--- config.mk ---
export PLATFORM = sky130hd
export DESIGN_NAME = ide_arbiter
export DESIGN_NICKNAME = d
export VERILOG_FILES = /design/src/rtl/ide_arb_pkg.sv /design/src/rtl/ide_arb_pick.sv /design/src/rtl/ide_arbiter.sv
export SDC_FILE = /design/constraint.sdc
export NUM_CORES = 1
export LEC_CHECK = 0
export CAP_MARGIN = 20
export CORE_AREA = 3 3 85 87
export CTS_CLUSTER_DIAMETER = 40
export DETAILED_ROUTE_END_ITERATION = 10
export DIE_AREA = 0 0 88 90
export PLACE_DENSITY = 0.89
export SLEW_MARGIN = 20
export SYNTH_ARGS = -nofsm -noshare
export SYNTH_HDL_FRONTEND = slang
export SYNTH_SLANG_ARGS = --single-unit
--- constraint.sdc ---
create_clock -name clk -period 4.73 [get_ports clk]
set_clock_uncertainty 0.15 [all_clocks]
set_input_delay 0.473 -clock clk [delete_from_list [all_inputs] [get_ports clk]]
set_output_delay 0.473 -clock clk [all_outputs]
set_load 0.02 [all_outputs]
--- src/rtl/ide_arb_pkg.sv ---
// ============================================================================
// Module  : ide_arb_pkg
// Brief   : Shared types and widths for the two-client IDE block arbiter.
// Revision: 1.0
// ============================================================================
`default_nettype none

package ide_arb_pkg;

    localparam int LBA_W   = 24;
    localparam int BUF_AW  = 8;
    localparam int WORD_W  = 12;
    localparam int NCLIENT = 2;

    typedef enum logic [1:0] {
        IDLE    = 2'd0,
        BUSY    = 2'd1,
        REJECT  = 2'd2,
        RELEASE = 2'd3
    } arb_state_t;

endpackage

`default_nettype wire

--- src/rtl/ide_arb_pick.sv ---
// ============================================================================
// Module  : ide_arb_pick
// Brief   : Two-way grant picker. IDE_ARB_RR_EN selects round-robin on ties,
//           otherwise client 0 has fixed priority.
// Revision: 1.0
// ============================================================================
`default_nettype none

module ide_arb_pick
    import ide_arb_pkg::*;
(
    input  logic [NCLIENT-1:0] i_req,
    input  logic               i_last_grant,
    output logic [NCLIENT-1:0] o_grant
);

`ifdef IDE_ARB_RR_EN
    // On a tie the client that was not served last wins.
    always_comb begin
        o_grant = i_req;
        if (i_req[0] && i_req[1]) begin
            o_grant = i_last_grant ? 2'b01 : 2'b10;
        end
    end
`else
    logic w_unused_last_grant;
    assign w_unused_last_grant = i_last_grant;

    always_comb begin
        o_grant = '0;
        if (i_req[0]) begin
            o_grant = 2'b01;
        end else if (i_req[1]) begin
            o_grant = 2'b10;
        end
    end
`endif

endmodule

`default_nettype wire

--- src/rtl/ide_arbiter.sv ---
// ============================================================================
// Module  : ide_arbiter
// Brief   : Shares one IDE block engine between two clients with per-client
//           partition offset/range check and buffer-port steering.
//           Define IDE_ARB_RR_EN for round-robin arbitration.
// Revision: 1.0
// ============================================================================
`default_nettype none

module ide_arbiter
    import ide_arb_pkg::*;
#(
    parameter logic [LBA_W-1:0] C0_BASE   = 24'h000000,
    parameter logic [LBA_W-1:0] C1_BASE   = 24'h010000,
    parameter logic [LBA_W-1:0] PART_SIZE = 24'h010000
)(
    input  logic                clk,
    input  logic                reset,

    input  logic [LBA_W-1:0]    c0_lba,
    input  logic                c0_read_req,
    input  logic                c0_write_req,
    output logic                c0_done,
    output logic                c0_error,
    output logic [BUF_AW-1:0]   c0_buffer_addr,
    output logic                c0_buffer_rd,
    output logic                c0_buffer_wr,
    output logic [WORD_W-1:0]   c0_buffer_out,
    input  logic [WORD_W-1:0]   c0_buffer_in,

    input  logic [LBA_W-1:0]    c1_lba,
    input  logic                c1_read_req,
    input  logic                c1_write_req,
    output logic                c1_done,
    output logic                c1_error,
    output logic [BUF_AW-1:0]   c1_buffer_addr,
    output logic                c1_buffer_rd,
    output logic                c1_buffer_wr,
    output logic [WORD_W-1:0]   c1_buffer_out,
    input  logic [WORD_W-1:0]   c1_buffer_in,

    output logic [LBA_W-1:0]    ide_lba,
    output logic                ide_read_req,
    output logic                ide_write_req,
    input  logic                ide_done,
    input  logic                ide_error,
    input  logic [BUF_AW-1:0]   buffer_addr,
    input  logic                buffer_rd,
    input  logic                buffer_wr,
    input  logic [WORD_W-1:0]   buffer_out,
    output logic [WORD_W-1:0]   buffer_in
);

    arb_state_t          r_state_q, w_state_d;
    logic                r_gnt_q, w_gnt_d;
    logic [LBA_W-1:0]    r_ide_lba_q, w_ide_lba_d;
    logic                r_ide_rd_q, w_ide_rd_d;
    logic                r_ide_wr_q, w_ide_wr_d;
    logic [NCLIENT-1:0]  r_done_q, w_done_d;
    logic [NCLIENT-1:0]  r_error_q, w_error_d;

    logic [NCLIENT-1:0]  w_req;
    logic [NCLIENT-1:0]  w_pick;
    logic                w_pick_idx;
    logic                w_last_grant;
    logic [LBA_W-1:0]    w_sel_lba;
    logic [LBA_W-1:0]    w_sel_base;
    logic                w_sel_wr;
    logic                w_busy;

    assign w_req = {c1_read_req | c1_write_req, c0_read_req | c0_write_req};

`ifdef IDE_ARB_RR_EN
    logic r_last_grant_q, w_last_grant_d;
    assign w_last_grant = r_last_grant_q;
`else
    assign w_last_grant = 1'b1;
`endif

    ide_arb_pick u_pick (
        .i_req        (w_req),
        .i_last_grant (w_last_grant),
        .o_grant      (w_pick)
    );

    assign w_pick_idx = w_pick[1];
    assign w_sel_lba  = w_pick_idx ? c1_lba       : c0_lba;
    assign w_sel_base = w_pick_idx ? C1_BASE      : C0_BASE;
    assign w_sel_wr   = w_pick_idx ? c1_write_req : c0_write_req;

    always_comb begin
        w_state_d   = r_state_q;
        w_gnt_d     = r_gnt_q;
        w_ide_lba_d = r_ide_lba_q;
        w_ide_rd_d  = r_ide_rd_q;
        w_ide_wr_d  = r_ide_wr_q;
        w_done_d    = '0;
        w_error_d   = '0;
`ifdef IDE_ARB_RR_EN
        w_last_grant_d = r_last_grant_q;
`endif
        case (r_state_q)
            IDLE: begin
                if (|w_pick) begin
                    w_gnt_d = w_pick_idx;
`ifdef IDE_ARB_RR_EN
                    w_last_grant_d = w_pick_idx;
`endif
                    if (w_sel_lba >= PART_SIZE) begin
                        // Out-of-partition: answer in the next cycle, disk untouched.
                        w_done_d[w_pick_idx]  = 1'b1;
                        w_error_d[w_pick_idx] = 1'b1;
                        w_state_d             = REJECT;
                    end else begin
                        w_ide_lba_d = w_sel_lba + w_sel_base;
                        w_ide_wr_d  = w_sel_wr;
                        w_ide_rd_d  = ~w_sel_wr;
                        w_state_d   = BUSY;
                    end
                end
            end
            BUSY: begin
                if (ide_done) begin
                    w_ide_rd_d          = 1'b0;
                    w_ide_wr_d          = 1'b0;
                    w_done_d[r_gnt_q]   = 1'b1;
                    w_error_d[r_gnt_q]  = ide_error;
                    w_state_d           = RELEASE;
                end
            end
            REJECT: begin
                w_state_d = RELEASE;
            end
            RELEASE: begin
                // Hold off until the served client withdraws, so it is not re-served.
                if (!w_req[r_gnt_q]) begin
                    w_state_d = IDLE;
                end
            end
            default: begin
                w_state_d = IDLE;
            end
        endcase
    end

    always_ff @(posedge clk) begin
        if (reset) begin
            r_state_q   <= IDLE;
            r_gnt_q     <= 1'b0;
            r_ide_lba_q <= '0;
            r_ide_rd_q  <= 1'b0;
            r_ide_wr_q  <= 1'b0;
            r_done_q    <= '0;
            r_error_q   <= '0;
`ifdef IDE_ARB_RR_EN
            r_last_grant_q <= 1'b1;
`endif
        end else begin
            r_state_q   <= w_state_d;
            r_gnt_q     <= w_gnt_d;
            r_ide_lba_q <= w_ide_lba_d;
            r_ide_rd_q  <= w_ide_rd_d;
            r_ide_wr_q  <= w_ide_wr_d;
            r_done_q    <= w_done_d;
            r_error_q   <= w_error_d;
`ifdef IDE_ARB_RR_EN
            r_last_grant_q <= w_last_grant_d;
`endif
        end
    end

    assign ide_lba       = r_ide_lba_q;
    assign ide_read_req  = r_ide_rd_q;
    assign ide_write_req = r_ide_wr_q;
    assign c0_done       = r_done_q[0];
    assign c1_done       = r_done_q[1];
    assign c0_error      = r_error_q[0];
    assign c1_error      = r_error_q[1];

    // Buffer port steering is combinational so disk strobes see no extra latency.
    assign w_busy = (r_state_q == BUSY);

    assign c0_buffer_addr = (w_busy && !r_gnt_q) ? buffer_addr : '0;
    assign c0_buffer_rd   = w_busy && !r_gnt_q && buffer_rd;
    assign c0_buffer_wr   = w_busy && !r_gnt_q && buffer_wr;
    assign c1_buffer_addr = (w_busy && r_gnt_q) ? buffer_addr : '0;
    assign c1_buffer_rd   = w_busy && r_gnt_q && buffer_rd;
    assign c1_buffer_wr   = w_busy && r_gnt_q && buffer_wr;
    assign c0_buffer_out  = buffer_out;
    assign c1_buffer_out  = buffer_out;
    assign buffer_in      = !w_busy ? '0 : (r_gnt_q ? c1_buffer_in : c0_buffer_in);

endmodule

`default_nettype wire
Yosys cells after proc, flatten, opt, wreduce, memory -nomap -nowiden
Cells that the tools add are included.
{"block": "totals", "regBits": 33, "inputBits": 102, "out_inout_bits": 86}
{"block": "classes", "add_sub_neg": 1, "magnitude_cmp": 5, "n_eq_ne": 7, "n_mux": 33, "bitwise_logic": 5, "reduce_logical": 16}
{"cell": "adder 24 x 17 -> 24 bit", "count": 1}
{"cell": ">= comparator 24 x 17 -> 1 bit (second input constant)", "count": 1}
{"cell": "two-way mux 12 bit", "count": 2}
{"cell": "two-way mux 24 bit", "count": 1}
{"cell": "two-way mux 2 bit", "count": 10}
{"cell": "two-way mux 17 bit", "count": 1}
{"cell": "two-way mux 8 bit", "count": 2}
{"cell": "two-way mux 1 bit", "count": 10}
{"cell": "logical AND 1 bit", "count": 8}
{"cell": "!= test 2 bit (second input constant)", "count": 4}
{"cell": "case mux 2 bit (2 select lines)", "count": 2}
{"cell": "case mux 2 bit (4 select lines)", "count": 1}
{"cell": "AND reduction 3 bit", "count": 2}
{"cell": "equality test 2 bit (second input constant)", "count": 2}
{"cell": "less-than comparator 1 x 2 -> 1 bit (second input constant)", "count": 2}
{"cell": "case mux 1 bit (2 select lines)", "count": 2}
{"cell": "AND reduction 4 bit", "count": 1}
{"cell": "AND 2 bit", "count": 1}
{"cell": "demux 1 bit (select 1 bit)", "count": 2}
{"cell": "equality test 2 x 1 -> 1 bit (second input constant)", "count": 1}
{"cell": ">= comparator 1 bit (second input constant)", "count": 2}
{"cell": "zero test 2 bit", "count": 1}
{"cell": "NOT 1 bit", "count": 2}
{"cell": "bitwise OR 1 bit", "count": 2}
{"cell": "4 further kinds", "count": 4}

Longest topological paths before layout
Gate-level depths: netlist of the first run.
{"block": "logic_depth", "word_depth": 10, "mapped_depth": 8, "depth_no_buf": 6}

Hierarchy
Synthesis of the first run repeated with hierarchy kept, for this count alone.
{"block": "unflattened", "cells_unflattened": 249, "area_unflattened_um2": 2208.4}
{"mod": "ide_arbiter", "instances": 1, "cells_each": 247, "area_each_um2": 2187.1, "seq_area_each_um2": 660.6}
{"mod": "ide_arb_pick", "instances": 1, "cells_each": 2, "area_each_um2": 21.3, "seq_area_each_um2": 0.0}

Worst setup path before layout of the first run
No wires, ideal clock.
{"block": "synth_timing", "path_kind": "input to register", "startpoint": "input port c1_lba[23]", "endpoint": "register r_ide_lba_q[10] (netlist: ide_lba[10])", "setup_time_ns": 0.121, "arrival_time_ns": 2.230, "t_required_ns": 4.459, "slack_ns": 2.229, "path_stages": 6, "cell_sequence": "or4_4 > or4_4 > a21o_1 > buf_6 > buf_12 > mux2_4"}
{"block": "synth_between", "elab_chain_len": 4}
{"element": "start: declaration", "line_no": "ide_arbiter.sv:31", "text": "input logic [LBA_W-1:0] c1_lba,"}
{"element": "two-way mux 24 bit", "line_no": "ide_arbiter.sv:87", "text": "assign w_sel_lba = w_pick_idx ? c1_lba : c0_lba;"}
{"element": ">= comparator 24 x 17 -> 1 bit", "line_no": "ide_arbiter.sv:109", "text": "if (w_sel_lba >= PART_SIZE) begin"}
{"element": "NOT 1 bit (no line)"}
{"element": "AND reduction 3 bit (no line)"}
{"element": "end signal: assignment", "line_no": "ide_arbiter.sv:161", "text": "r_ide_lba_q <= w_ide_lba_d;"}
{"element": "end: declaration", "line_no": "ide_arbiter.sv:56", "text": "logic [LBA_W-1:0] r_ide_lba_q, w_ide_lba_d;"}
No other way between the ends.
A chain may end at the register's enable or synchronous reset.

Worst setup path in the final report of the first run
{"block": "layout_timing", "startpoint": "register r_state_q[1]", "endpoint": "output port c0_buffer_addr[4]"}
{"block": "layout_between", "elab_chain_len": 3}
{"element": "start: declaration", "line_no": "ide_arbiter.sv:54", "text": "arb_state_t r_state_q, w_state_d;"}
{"element": "start signal: assignment", "line_no": "ide_arbiter.sv:159", "text": "r_state_q <= w_state_d;"}
{"element": "equality test 2 x 1 -> 1 bit", "line_no": "ide_arbiter.sv:181", "text": "assign w_busy = (r_state_q == BUSY);"}
{"element": "logical AND 1 bit", "line_no": "ide_arbiter.sv:183", "text": "assign c0_buffer_addr = (w_busy && !r_gnt_q) ? buffer_addr : '0;"}
{"element": "two-way mux 8 bit", "line_no": "ide_arbiter.sv:183"}
{"element": "end: declaration", "line_no": "ide_arbiter.sv:25", "text": "output logic [BUF_AW-1:0] c0_buffer_addr,"}
No other way between the ends.

==> results of run 1 <==
## power breakdown
part | switching (mW) | leakage, nW | internal [mW]
sequential | 0.0126 | 0.267 | 0.305
clock | 0.102 | 0.0585 | 0.172
combinational | 0.302 | 1.11 | 0.290
total | 0.417 | 1.43 | 0.766
## cells in the mapped netlist (4+ instances only)
library cell / number / area, µm²
dfxtp_1: 33 / 660.6
nor2b_1: 31 / 193.9
a21oi_1: 25 / 125.1
buf_4: 24 / 180.2
clkbuf_1: 19 / 71.32
nand3_1: 18 / 90.09
o21ai_0: 16 / 80.08
mux2i_1: 14 / 140.1
and3_1: 11 / 68.82
and2_1: 10 / 62.56
mux2_4: 9 / 135.1
mux2_2: 8 / 90.09
nor3b_1: 7 / 52.55
inv_1: 4 / 15.01
nand2_1: 4 / 15.01
## worst max-delay path by stage
stage	cells past startpoint	to	slack, ps
2_1_floorplan	6	ide_lba[10]	2230
3_3_place_gp	5	ide_lba[11]	1590
3_5_place_dp	5	ide_lba[15]	1540
4_1_cts	5	c0_buffer_addr[4]	1240
5_1_grt	5	c0_buffer_addr[4]	1000
6_report	5	c0_buffer_addr[4]	1280
## per-layer routing
metal | vias to the layer above | track usage
met5 | - | 0
met4 | 0 | 0.06010
met3 | 20 | 0.05393
met2 | 114 | 0.3216
met1 | 1086 | 0.2171
li1 | 1154 | -
## final cells by class
class                           count  area share
Tap cell                           77     0.02573
Inverter                            4    0.004009
Timing Repair Buffer              155      0.4116
Clock inverter                      1    0.008019
Clock buffer                        7     0.02305
Multi-Input combinational cell    187      0.3512
Sequential cell                    33      0.1764
## state kept, by name, indices dropped and copies added (netlist names)
signal,count
r_state_q,2
ide_lba,24
r_gnt_q,1
ide_read_req,1
r_error_q,2
ide_write_req,1
r_done_q,2
## worst max-delay path: cells and delay by family, from the launching register on
kind,cells,cell delay (ps)
and+or+nand+nor,2,820
buffers and inverters,2,700
adders and majority gates,1,700
DFF,1,330
## logic make-up (layout without fill, tap and decap cells)
family,count (synthesis),count (layout),share of synthesized area
simple gates,98,98,0.2621
compound gates,55,55,0.1385
buf+inv,50,167,0.1324
flops,33,33,0.2901
mux,31,31,0.1604
fa+ha+maj,3,3,0.01649
## per-stage QoR
stage	instance area (µm²)	util
floorplan	2277	-
global placement	3628	0.5650
detailed placement	3628	0.5650
CTS	3745	0.5831
global route	3745	0.5831
finish	3745	0.5831
==> flow_summary.ini, run 1 <==
[status]
run_status = completed

[timing]
period_share = 0.7291
fmax_mhz = 290.0
max-slew-margin-rel = 0.4501
hold_viol_final = 0
fin_crit_ps = 3449
tns_ps = 0
rsz0062_at_grt = false
setup_viol = 0
final_max_slew_viol_count = 0
whs_ps = 326.4
setup_slack_ps = 1281
tightest_slew_ps = 824.9

[pwr]
p_total_mw = 1.183
p_per_area_nw_per_um2 = 315.8
vdd_ir_drop_max_uv = 161.3
p_leak_nw = 1.433

[place]
dp.cells = 456
dp_hpwl_um = 5876
port_buffers = 151
dp_slack_ps = 1544
place.gp.congestion = 0.8013

[worst_setup_path]
max_stage_delay_ps = 700
cp-end-kind = output port
cp.arrival_ps = 2830
path_class = flip-flop to output port
crit_chain = inv_1 -> ha_1 -> nor2b_1 -> and2_1 -> clkdlybuf4s50_1
startpoint_type = flip-flop
r2r_start = r_state_q[1]
cp.required_ps = 4110
timing.rr.end = ide_write_req
r2r_slack_ps = 2460
startpoint = r_state_q[1]
slowest_stage = ha_1
cp_max_fo = 30
r2r.worst_path.cells = 6

[clocking]
postCtsSetupBuffers = 0
post_cts_resized = 0
clk_latency_ps = 280
h-tree-depth = 2
clockBufferDepth = 2
cts_tree = built
cts_hold_buf = 0
cts-root-buf = clkbuf_8
path_clk_slew_ps = 70
cts_made_buffers = 5
cts_sinks = 33

[min_path]
min_path_type = flip-flop to flip-flop
hp-start = ide_lba[18]
whs_path_depth = 1
holdPathEnd = ide_lba[18]

[logic_synthesis]
synth_seq_cells = 33
synth-seq-area-share = 0.2901
synth_area_per_cell_um2 = 8.434
synth-edff-count = 0
yosysUniqueCellTypes = 39
post_synth_instance_area_um2 = 2277
synth_nets = 375
synth-async-reset-ratio = 0
yosysWarnings = 0
synthCells = 270
ys.flop_type = dfxtp_1

[finish]
fin_cells = 464
mostFrequentLayoutCell = clkdlybuf4s50_1
diodes = 0
fillers = 593
drive_gt1_frac = 0.08527
regArea_um2 = 660.6
syn2layout_area_growth_pct = 64.45
nNetsFinal = 491
multi_input_area_um2 = 1315
final_cell_mix = 151 x clkdlybuf4s50_1, 33 x dfxtp_1, 31 x nor2b_1

[floorplan]
fp.dieH_um = 90
fp.dieW_um = 88
core_area_um2 = 6422
rows = 29
start_util = 0.3546
die_area_um2 = 7920
ioPinCount = 188

[global_route]
grt_start_max_net_pins = 51
grtUsageTotal = 0.1864
grt_pass1_wl_um = 11870
grt_overflow_total = 0
grt_pass1_vias = 2437
antenna_found_initial = 0

[route]
met2_length_um = 3858
drc_errors = 0
avgViaCountPerCell = 5.116
wl_um = 7540
met1Wirelength_um = 2912
wl_per_cell_um = 16.25
drtAntennaViolNets = 0
highest_layer = met4
drt_first_pass_iters = 4
drtIter0Drc = 107
route.met3.wl_um = 635
dr_total_vias = 2374

[run]
cap_violations = 0
Note: power is estimated with default switching activity, not from simulation.
==> run 2: changes to the inputs <==
- CORE_AREA: 3 3 85 87 -> 3 3 88 90
- DIE_AREA: 0 0 88 90 -> 0 0 91 93
- PLACE_DENSITY: 0.89 -> 0.83
- clock period: 4.73 -> 3.6 ns (I/O delays scaled with it)
==> run 2 against run 1 <==
Register-to-register slack lost 1100 ps. Sequential power is 31% higher. Critical path type is now input pin to flip-flop. Highest routed layer unchanged. Die area rose by 6.9%. First-iteration DRC count rose by 18%. Largest power group unchanged.
==> flow_summary.ini, run 2 (synthesis results as in run 1) <==
[floorplan]
fp.dieH_um = 93
start_util = 0.3191
core_area_um2 = 7137
fp.dieW_um = 91
rows = 31
die_area_um2 = 8463
ioPinCount = 188

[timing]
setup_slack_ps = 843.7
tightest_slew_ps = 828.9
final_max_slew_viol_count = 0
setup_viol = 0
period_share = 0.7656
fin_crit_ps = 2756
tns_ps = 0
fmax_mhz = 362.8
rsz0062_at_grt = false
max-slew-margin-rel = 0.4474
hold_viol_final = 0

[route]
dr_total_vias = 2348
avgViaCountPerCell = 4.821
wl_um = 7108
drtAntennaViolNets = 0
wl_per_cell_um = 14.60
drt_first_pass_iters = 4
drtIter0Drc = 126
drc_errors = 0

[clocking]
clockBufferDepth = 2
cts_hold_buf = 0
path_clk_slew_ps = 70
post_cts_resized = 0
cts_tree = built
clk_latency_ps = 280
cts_sinks = 33
cts_made_buffers = 5
cts-root-buf = clkbuf_8
postCtsSetupBuffers = 0
h-tree-depth = 2

[worst_setup_path]
path_class = input pin to flip-flop
slowest_stage = or4_4
cp-end-kind = flip-flop
crit_chain = clkdlybuf4s50_1 -> or2_2 -> or4_4 -> a21o_1 -> mux2_4
cp.arrival_ps = 2780
r2r_slack_ps = 1400
cp.required_ps = 3620
cp_max_fo = 21
max_stage_delay_ps = 600
startpoint_type = input pin

[pwr]
p_leak_nw = 1.434
vdd_ir_drop_max_uv = 212.0
p_per_area_nw_per_um2 = 398.1

[finish]
diodes = 0
syn2layout_area_growth_pct = 65.33
final_cell_mix = 151 x clkdlybuf4s50_1, 33 x dfxtp_1, 31 x nor2b_1
nNetsFinal = 492
fillers = 665
drive_gt1_frac = 0.09021
largest_reg_flops = 24
mostFrequentLayoutCell = clkdlybuf4s50_1

[run]
cap_violations = 0

[global_route]
grtUsageTotal = 0.1566
grt_pass1_wl_um = 10860
antenna_found_initial = 0
grt_overflow_total = 0
grt_pass1_vias = 2235
grt_start_max_net_pins = 51

[place]
place.gp.congestion = 0.7990
dp_hpwl_um = 5398
dp_slack_ps = 531.4
port_buffers = 151

[min_path]
min_path_type = flip-flop to flip-flop

[status]
run_status = completed
run 2: final timing paths:
path,start,to,depth (start not counted)
worst max-delay path,c0_write_req,ide_lba[12],5
worst min-delay path,ide_lba[23],ide_lba[23],1
worst max register to register,r_state_q[0],ide_lba[1],5
worst min register to register,ide_lba[23],ide_lba[23],1
run 2: power by group:
group / internal (mW) / switching [mW] / leakage (nW)
clock: 0.173 / 0.132 / 0.0542
combinational: 0.383 / 0.393 / 1.11
sequential: 0.401 / 0.0171 / 0.267
run 2: routing by layer:
metal	share of wire	track usage	wire length, µm	up-vias
met5	0	0	0	-
met4	0.022	0.05402	156	0
met3	0.074	0.04505	524	21
met2	0.49	0.2612	3454	98
met1	0.42	0.1931	2972	1078
li1	-	-	-	1151
run 2: cell type report:
class                           instances  area [µm²]  share of cell area
Timing Repair Buffer                  156        1549              0.4114
Multi-Input combinational cell        187        1315              0.3493
Sequential cell                        33       660.6              0.1755
Tap cell                               99       123.9             0.03290
Clock buffer                            7       96.34             0.02559
Inverter                                4       15.01            0.003988
Clock inverter                          1       5.005            0.001329
run 2: metrics by stage:
step | util | hold WS, ps | instance area, µm² | std cells | power (mW)
floorplan | - | 350.5 | 2277 | 270 | 0.9033
global placement | 0.5133 | 311.7 | 3664 | 479 | 1.187
detailed placement | 0.5133 | 318.3 | 3664 | 479 | 1.201
CTS | 0.5275 | 327.4 | 3765 | 487 | 1.510
global route | 0.5275 | 337.1 | 3765 | 487 | 1.581
finish | 0.5275 | 326.8 | 3765 | 487 | 1.499
run 2: critical path, delay by kind of cell:
family | cells | cell delay (ps)
AOI/OAI and AO/OA | 1 | 480
muxes | 1 | 410
and+or+nand+nor | 2 | 1070
buffers and inverters | 1 | 440
==> run 3: changes to the inputs <==
- CORE_AREA: 3 3 88 90 -> 3 3 92 94
- DIE_AREA: 0 0 91 93 -> 0 0 95 97
- PLACE_DENSITY: 0.83 -> 0.8
- clock period: 3.6 -> 2.3 ns (I/O delays scaled with it)
==> run 3 against run 2 <==
Global-route usage rose by 0.91 points. Via count is 3.5% higher. Register-to-register slack worse by 1100 ps. Cell count up 3.9%. Worst setup slack worse by 810 ps. Largest cell class unchanged. Power increased by 62%. Core utilization fell by 0.28 points. Largest power group unchanged. Count of clock-buffer cells in the layout did not move.
==> flow_summary.ini, run 3 (synthesis results as in run 1) <==
[pwr]
p_per_area_nw_per_um2 = 600.4
vdd_ir_drop_max_uv = 299.8
p_leak_nw = 2.116
p_total_mw = 2.435

[run]
cap_violations = 0

[global_route]
grtUsageTotal = 0.1657
grtUsageMet1 = 0.2056
busiest_layer = met2
grt_overflow_total = 0
grt_pass1_vias = 2430
grt_pass1_wl_um = 12120
grt_start_max_net_pins = 45
grt_use_met2 = 0.2787
use_met3 = 0.04588
antenna_found_initial = 0

[route]
drtAntennaViolNets = 0
wl_per_cell_um = 15.84
drc_errors = 0
drtIter0Drc = 92
dr_total_vias = 2430
drt_first_pass_iters = 4
avgViaCountPerCell = 4.802
wl_um = 8017

[timing]
period_share = 0.9851
tightest_slew_ps = 773.2
setup_viol = 0
tns_ps = 0
whs_ps = 284.0
fmax_mhz = 441.4
rsz0062_at_grt = false
hold_viol_final = 0
fin_crit_ps = 2266
max-slew-margin-rel = 0.4846
setup_slack_ps = 34.32
final_max_slew_viol_count = 0

[finish]
largest_reg_flops = 24
diodes = 0
drive_gt1_frac = 0.1411
syn2layout_area_growth_pct = 78.08
multi_input_area_um2 = 1354
mostFrequentLayoutCell = clkdlybuf4s50_1
regArea_um2 = 660.6
final_cell_mix = 112 x clkdlybuf4s50_1, 33 x dfxtp_1, 33 x dlymetal6s2s_1
post-route-util = 0.5248
fillers = 721
nNetsFinal = 508

[floorplan]
ioPinCount = 188
die_area_um2 = 9215
core_area_um2 = 7727
fp.dieW_um = 95
fp.dieH_um = 97
start_util = 0.2947
rows = 32

[status]
run_status = completed

[place]
place.gp.congestion = 0.8359
dp_slack_ps = -348.8
dp_hpwl_um = 5849
port_buffers = 151

[worst_setup_path]
cp_max_fo = 5
startpoint_type = input pin
cp.required_ps = 2310
cp.arrival_ps = 2280
cp-end-kind = flip-flop
path_class = input pin to flip-flop

[clocking]
clk_latency_ps = 280
h-tree-depth = 2
path_clk_slew_ps = 70
cts-root-buf = clkbuf_8
cts_tree = built
clockBufferDepth = 2
cts_sinks = 33
cts_made_buffers = 5

[min_path]
min_path_type = input pin to flip-flop
-- run 3: what timing repair did --
item	in CTS	in global routing
hold buffers	0	0
setup buffers	3	0
pin swaps	5	3
endpoints found under the setup margin	21	41
gates resized for setup	15	33
gates cloned	2	0
-- run 3: through the flow --
| step | std cells | area [µm²] |
|---|---|---|
| 6_report | 506 | 4055 |
| 2_1_floorplan | 270 | 2277 |
| 4_1_cts | 506 | 3973 |
| 3_5_place_dp | 494 | 3765 |
| 5_1_grt | 506 | 4055 |
| 3_3_place_gp | 494 | 3765 |
-- run 3: path summary, 6_finish.rpt --
path                start     endpoint  slack (ps)  cells after the start
max            c0_lba[19]  ide_lba[10]          30                      6
min            c1_lba[16]  ide_lba[16]         280                      4
max reg2reg  r_state_q[0]  ide_lba[10]         300                      6
min reg2reg   ide_lba[17]  ide_lba[17]         330                      1
-- run 3: critical path, cell delays in order --
cell and delay, ps:
clkdlybuf4s50_1 390, or4_1 550, or3_4 400, a21o_4 260
buf_12 150, mux2_4 290
-- run 3: layout make-up --
cell class	instances	area share
sequential	33	0.1629
multi-input combinational	187	0.3338
clock buffer	7	0.02376
inverter	4	0.003703
timing repair buffer	172	0.4431
tap	102	0.03147
clock inverter	1	0.001234
-- run 3: routing by layer --
layer | routed length (µm) | share of wire
met1 | 3273 | 0.41
met2 | 3883 | 0.48
met3 | 750 | 0.094
met4 | 110 | 0.014
met5 | 0 | 0
-- run 3: power by group --
group          internal, mW  total (mW)  switching, mW
logic                 0.638        1.30          0.658
registers             0.627       0.658         0.0310
clock network         0.270       0.481          0.210
total                  1.54        2.43          0.899
==> RTL change 1: new RTL, config.mk and constraints of run 2 <==
Build with the macro `IDE_ARB_RR_EN` defined.
--- a/src/rtl/ide_arb_pick.sv
+++ b/src/rtl/ide_arb_pick.sv
@@ -5,6 +5,8 @@
 // Revision: 1.0
 // ============================================================================
 `default_nettype none
+
+`define IDE_ARB_RR_EN
 
 module ide_arb_pick
     import ide_arb_pkg::*;
Formal check against the unedited RTL: not equivalent (a bounded check fails within 10 cycles, from zero or initial values and one cycle with reset high).
==> RTL change 1 against run 2 <==
  * Cell area increased by 3.9%
  * Sequential cell count increased by 1
  * Count of clock-buffer cells in the layout decreased by 2
  * Worst setup slack got worse by 24 ps
  * Area after synthesis increased by 5.2%
  * Total power increased by 6.1%
  * Sequential power increased by 4%
  * Die area unchanged
  * Wire length increased by 6.6%
  * Largest cell class unchanged
==> RTL change 1: results (changes against run 2) <==
CP Launch Point r_state_q[1]; WL met1 2919 µm (-1.8%); Unique masters post-synth 42 (+7.7%); multi-input gate share of total cell area 36.07% (+1.1 points); fraction of area in clock buffers and inverters 2.910% (+0.22 points); worst slew pin tran 652.8 ps (-176.2 ps); Syn Inst Count 276 (+2.2%); Routed WL 7576 µm (+6.6%); status completed; met3 WL 819 µm (+56%); FF-to-FF setup slack 1590 ps (+190 ps); static leakage 1.509 nW (+5.2%); met2 wire length 3638 µm (+5.3%); Seq/total area 17.40% (-0.15 points); Worst Reg-to-Reg Cells 7 (+2); switching fraction of total power 37.56% (+1.4 points); hold depth 2 (+1); Synth Register Bits 34 (+3.0%); multiplexer area fraction after synthesis 14.84% (-1.2 points); combinational share of power 50.2% (-1.6 points); share of cells above drive strength 1 9.320% (+0.30 points); Buffers excl. clock 158 (+1.3%); largest net degree at the start of global routing 33 (-35%); inverter count 5 (+1); Final non-clock buffer share 39.97% (-1.2 points); multi-input gates 192 (+2.7%); peak supply drop 0.1555 mV (-27%); Worst EP arrival 2270 ps (-510 ps); DP Worst Slack 954.2 ps (+422.8 ps); DR iter-0 viols 77 (-39%); DP Wirelength 5859 µm (+8.5%); final net count 501 (+1.8%); CP Max Fanout 12 (-43%); Post-synth top cells 34 x dfxtp_1, 31 x nor2b_1, 24 x a21oi_1, 24 x buf_4, 21 x nand3_1; sequential share of power 27.3% (-0.6 points)
-- RTL change 1: cell count changes in the layout (fill, tap and decap cells not counted), moves of 3 or more --
cell     change
and3_1       +7
mux2_1       +4
mux2_2       -8
mux2_4       +3
nand3_1      +3
nor3b_1      -7
nor4_2       +5
or4_1        -3
-- RTL change 1: how the worst max path moves through the flow --
stage / to / slack [ps] / cells past startpoint
6_report: c0_buffer_addr[1] / 820 / 5
5_1_grt: c0_buffer_wr / 640 / 5
4_1_cts: c0_buffer_addr[1] / 780 / 5
3_5_place_dp: ide_lba[1] / 950 / 6
3_3_place_gp: ide_lba[3] / 1000 / 6
2_1_floorplan: c0_buffer_addr[0] / 1650 / 6
-- RTL change 1: stage by stage --
step,power (mW),utilization [%]
after CTS,1.599,54.82
after detailed placement,1.236,53.23
after floorplan,0.9484,-
after global placement,1.222,53.23
after global routing,1.689,54.82
final,1.589,54.82
==> RTL change 2: new RTL, flow settings as in run 2 <==
Made on the original files. Encoding of `arb_state_t`: now one-hot (4 bits for 4 states).
--- a/src/rtl/ide_arb_pkg.sv
+++ b/src/rtl/ide_arb_pkg.sv
@@ -12,11 +12,11 @@
     localparam int WORD_W  = 12;
     localparam int NCLIENT = 2;
 
-    typedef enum logic [1:0] {
-        IDLE    = 2'd0,
-        BUSY    = 2'd1,
-        REJECT  = 2'd2,
-        RELEASE = 2'd3
+    typedef enum logic [3:0] {
+        IDLE    = 4'b0001,
+        BUSY    = 4'b0010,
+        REJECT  = 4'b0100,
+        RELEASE = 4'b1000
     } arb_state_t;
 
 endpackage
Function: same outputs for any inputs over 10 cycles, from zero or initial values and one cycle with reset high; not proved beyond that.
==> RTL change 2 against run 2 <==
  * Critical path depth is 1 lower
  * Area after synthesis down 1.6%
  * Worst setup slack worse by 570 ps
  * Wire length is 5.5% higher
  * Sequential cell count grew 2
  * Cell count rose by 0.82%
  * Synthesized cell count did not move
  * Non-clock buffer count is 2 higher
  * Cell area is 0.27% higher
  * Critical endpoint is now c0_buffer_rd
Power is not compared: it rests on default switching activity, and its combinational part moved more than twofold at a synthesized area within 25%.
==> RTL change 2: results (changes against run 2) <==
Max Buffers Root-to-Sink 2 (unchanged); Slowest cell on crit path or4b_2; Hold Path End ide_read_req; register area share after synthesis 31.28% (+2.3 points); Post-synth top cells 35 x dfxtp_1, 25 x a21oi_1, 24 x buf_4; first-pass GRT wire length 11,700 µm (+7.7%); RD Place Congestion 0.7412 (-7.2%); max reg flops 24 (unchanged); top post-synthesis cells by area dfxtp_1 31%, buf_4 8.0%, mux2i_1 6.7%; met1 Resource Use GR 21.53% (+2.2 points); post-detailed-placement cell area 3662 µm² (about the same); Worst EP arrival 2810 ps (+30 ps); largest net degree at the start of global routing 26 (-49%); total of fill cells in the finished design 684 (+2.9%); Synth Net Count 372 (-0.80%); GR Util met2 28.57% (+2.5 points); Tot GR Track Use 16.99% (+1.3 points); WL met1 2996 µm (+0.81%); asr flop ratio synth 0% (unchanged); CP Max Fanout 13 (-38%); Crit path largest cell delay 870 ps (+270 ps); Critical R2R Launch r_state_q[3]; WHS 326.6 ps (-0.2610 ps); final cell count without fillers 491 (+0.82%); share of cells above drive strength 1 9.439% (+0.42 points); DR iter-0 viols 80 (-37%); Post-CTS Setup Inserts 0 (unchanged); vias in the first global route 2,327 (+4.1%); max_slew headroom 61.42% (+17 points); static leakage 1.492 nW; post-CTS sizing 0 (unchanged); Unique masters post-synth 38 (-2.6%); met3 WL 492 µm (-6.1%); hold depth 2 (+1); Placed Instances 483 (+0.84%); Synthesis Warnings 0 (unchanged); Crit path max-delay family simple AND/OR/NAND/NOR gates; Mean Syn Cell Area 8.295 µm² (-1.6%); Hold Crit Class flop to flop; Worst Reg-to-Reg Cells 4 (-1); status completed; Clk Latency, worst-skew pair 280 ps (about the same); DP Worst Slack 596.5 ps (+65.07 ps); DR vias/cell 4.739 (-1.7%); Hold Crit Start ide_read_req; DP Wirelength 5912 µm (+9.5%); FF-to-FF End r_error_q[0]; uppermost routed layer met4; Routed WL 7501 µm (+5.5%); FF-to-FF setup slack 1380 ps (-20 ps); met3 Usage GRT 4.988% (+0.48 points); met2 wire length 3941 µm (+14%)
==> RTL change 2: cell types whose count changed in the layout (fill, tap and decap cells not counted), moves of 4 or more <==
cell and delta:
and3_1 +6, nor2_1 +16, nor4_1 +4, nor2b_1 -15
nand3_1 +4, nor3b_1 -7
==> RTL change 2: worst max path at each step <==
stage | start | cells after the start | endpoint | slack [ps]
floorplan | r_state_q[3] | 4 | c0_buffer_addr[0] | 1470
global placement | r_state_q[3] | 4 | c0_buffer_addr[3] | 670
detailed placement | r_state_q[3] | 4 | c0_buffer_wr | 600
CTS | r_state_q[3] | 4 | c0_buffer_wr | 280
global route | r_state_q[3] | 4 | c0_buffer_rd | 130
finish | r_state_q[3] | 4 | c0_buffer_rd | 280
==> RTL change 2: kinds of logic after synthesis <==
group / Yosys count / share of synthesized area, %
AOI/OAI and AO/OA: 50 / 12.18
xor gates and xnor gates: 1 / 0.3911
buffers and inverters: 46 / 13.02
DFF: 35 / 31.28
muxes: 31 / 16.26
and+or+nand+nor: 107 / 26.87
==> RTL change 2: tightest hold or removal path, cell delays in order (launching register included) <==
cell,delay (ps)
dfxtp_1,320
nand2_1,50
mux2i_1,60
==> RTL change 2: power by group <==
part,switching [mW],total [mW],internal (mW),leakage [nW]
registers,0.00998,0.407,0.397,0.283
clock network,0.142,0.348,0.206,0.0581
logic,0.0964,0.234,0.138,1.15
==> RTL change 2: cell type report <==
| cell class | instances | area [µm²] | area share, % |
|---|---|---|---|
| flip-flops and latches | 35 | 700.7 | 18.56 |
| inverters | 2 | 7.507 | 0.1989 |
| repair buffers | 158 | 1577 | 41.76 |
| well taps | 99 | 123.9 | 3.281 |
| clock buffers | 5 | 68.82 | 1.823 |
| multi-input cells | 189 | 1254 | 33.21 |
| clock inverters | 3 | 43.79 | 1.160 |
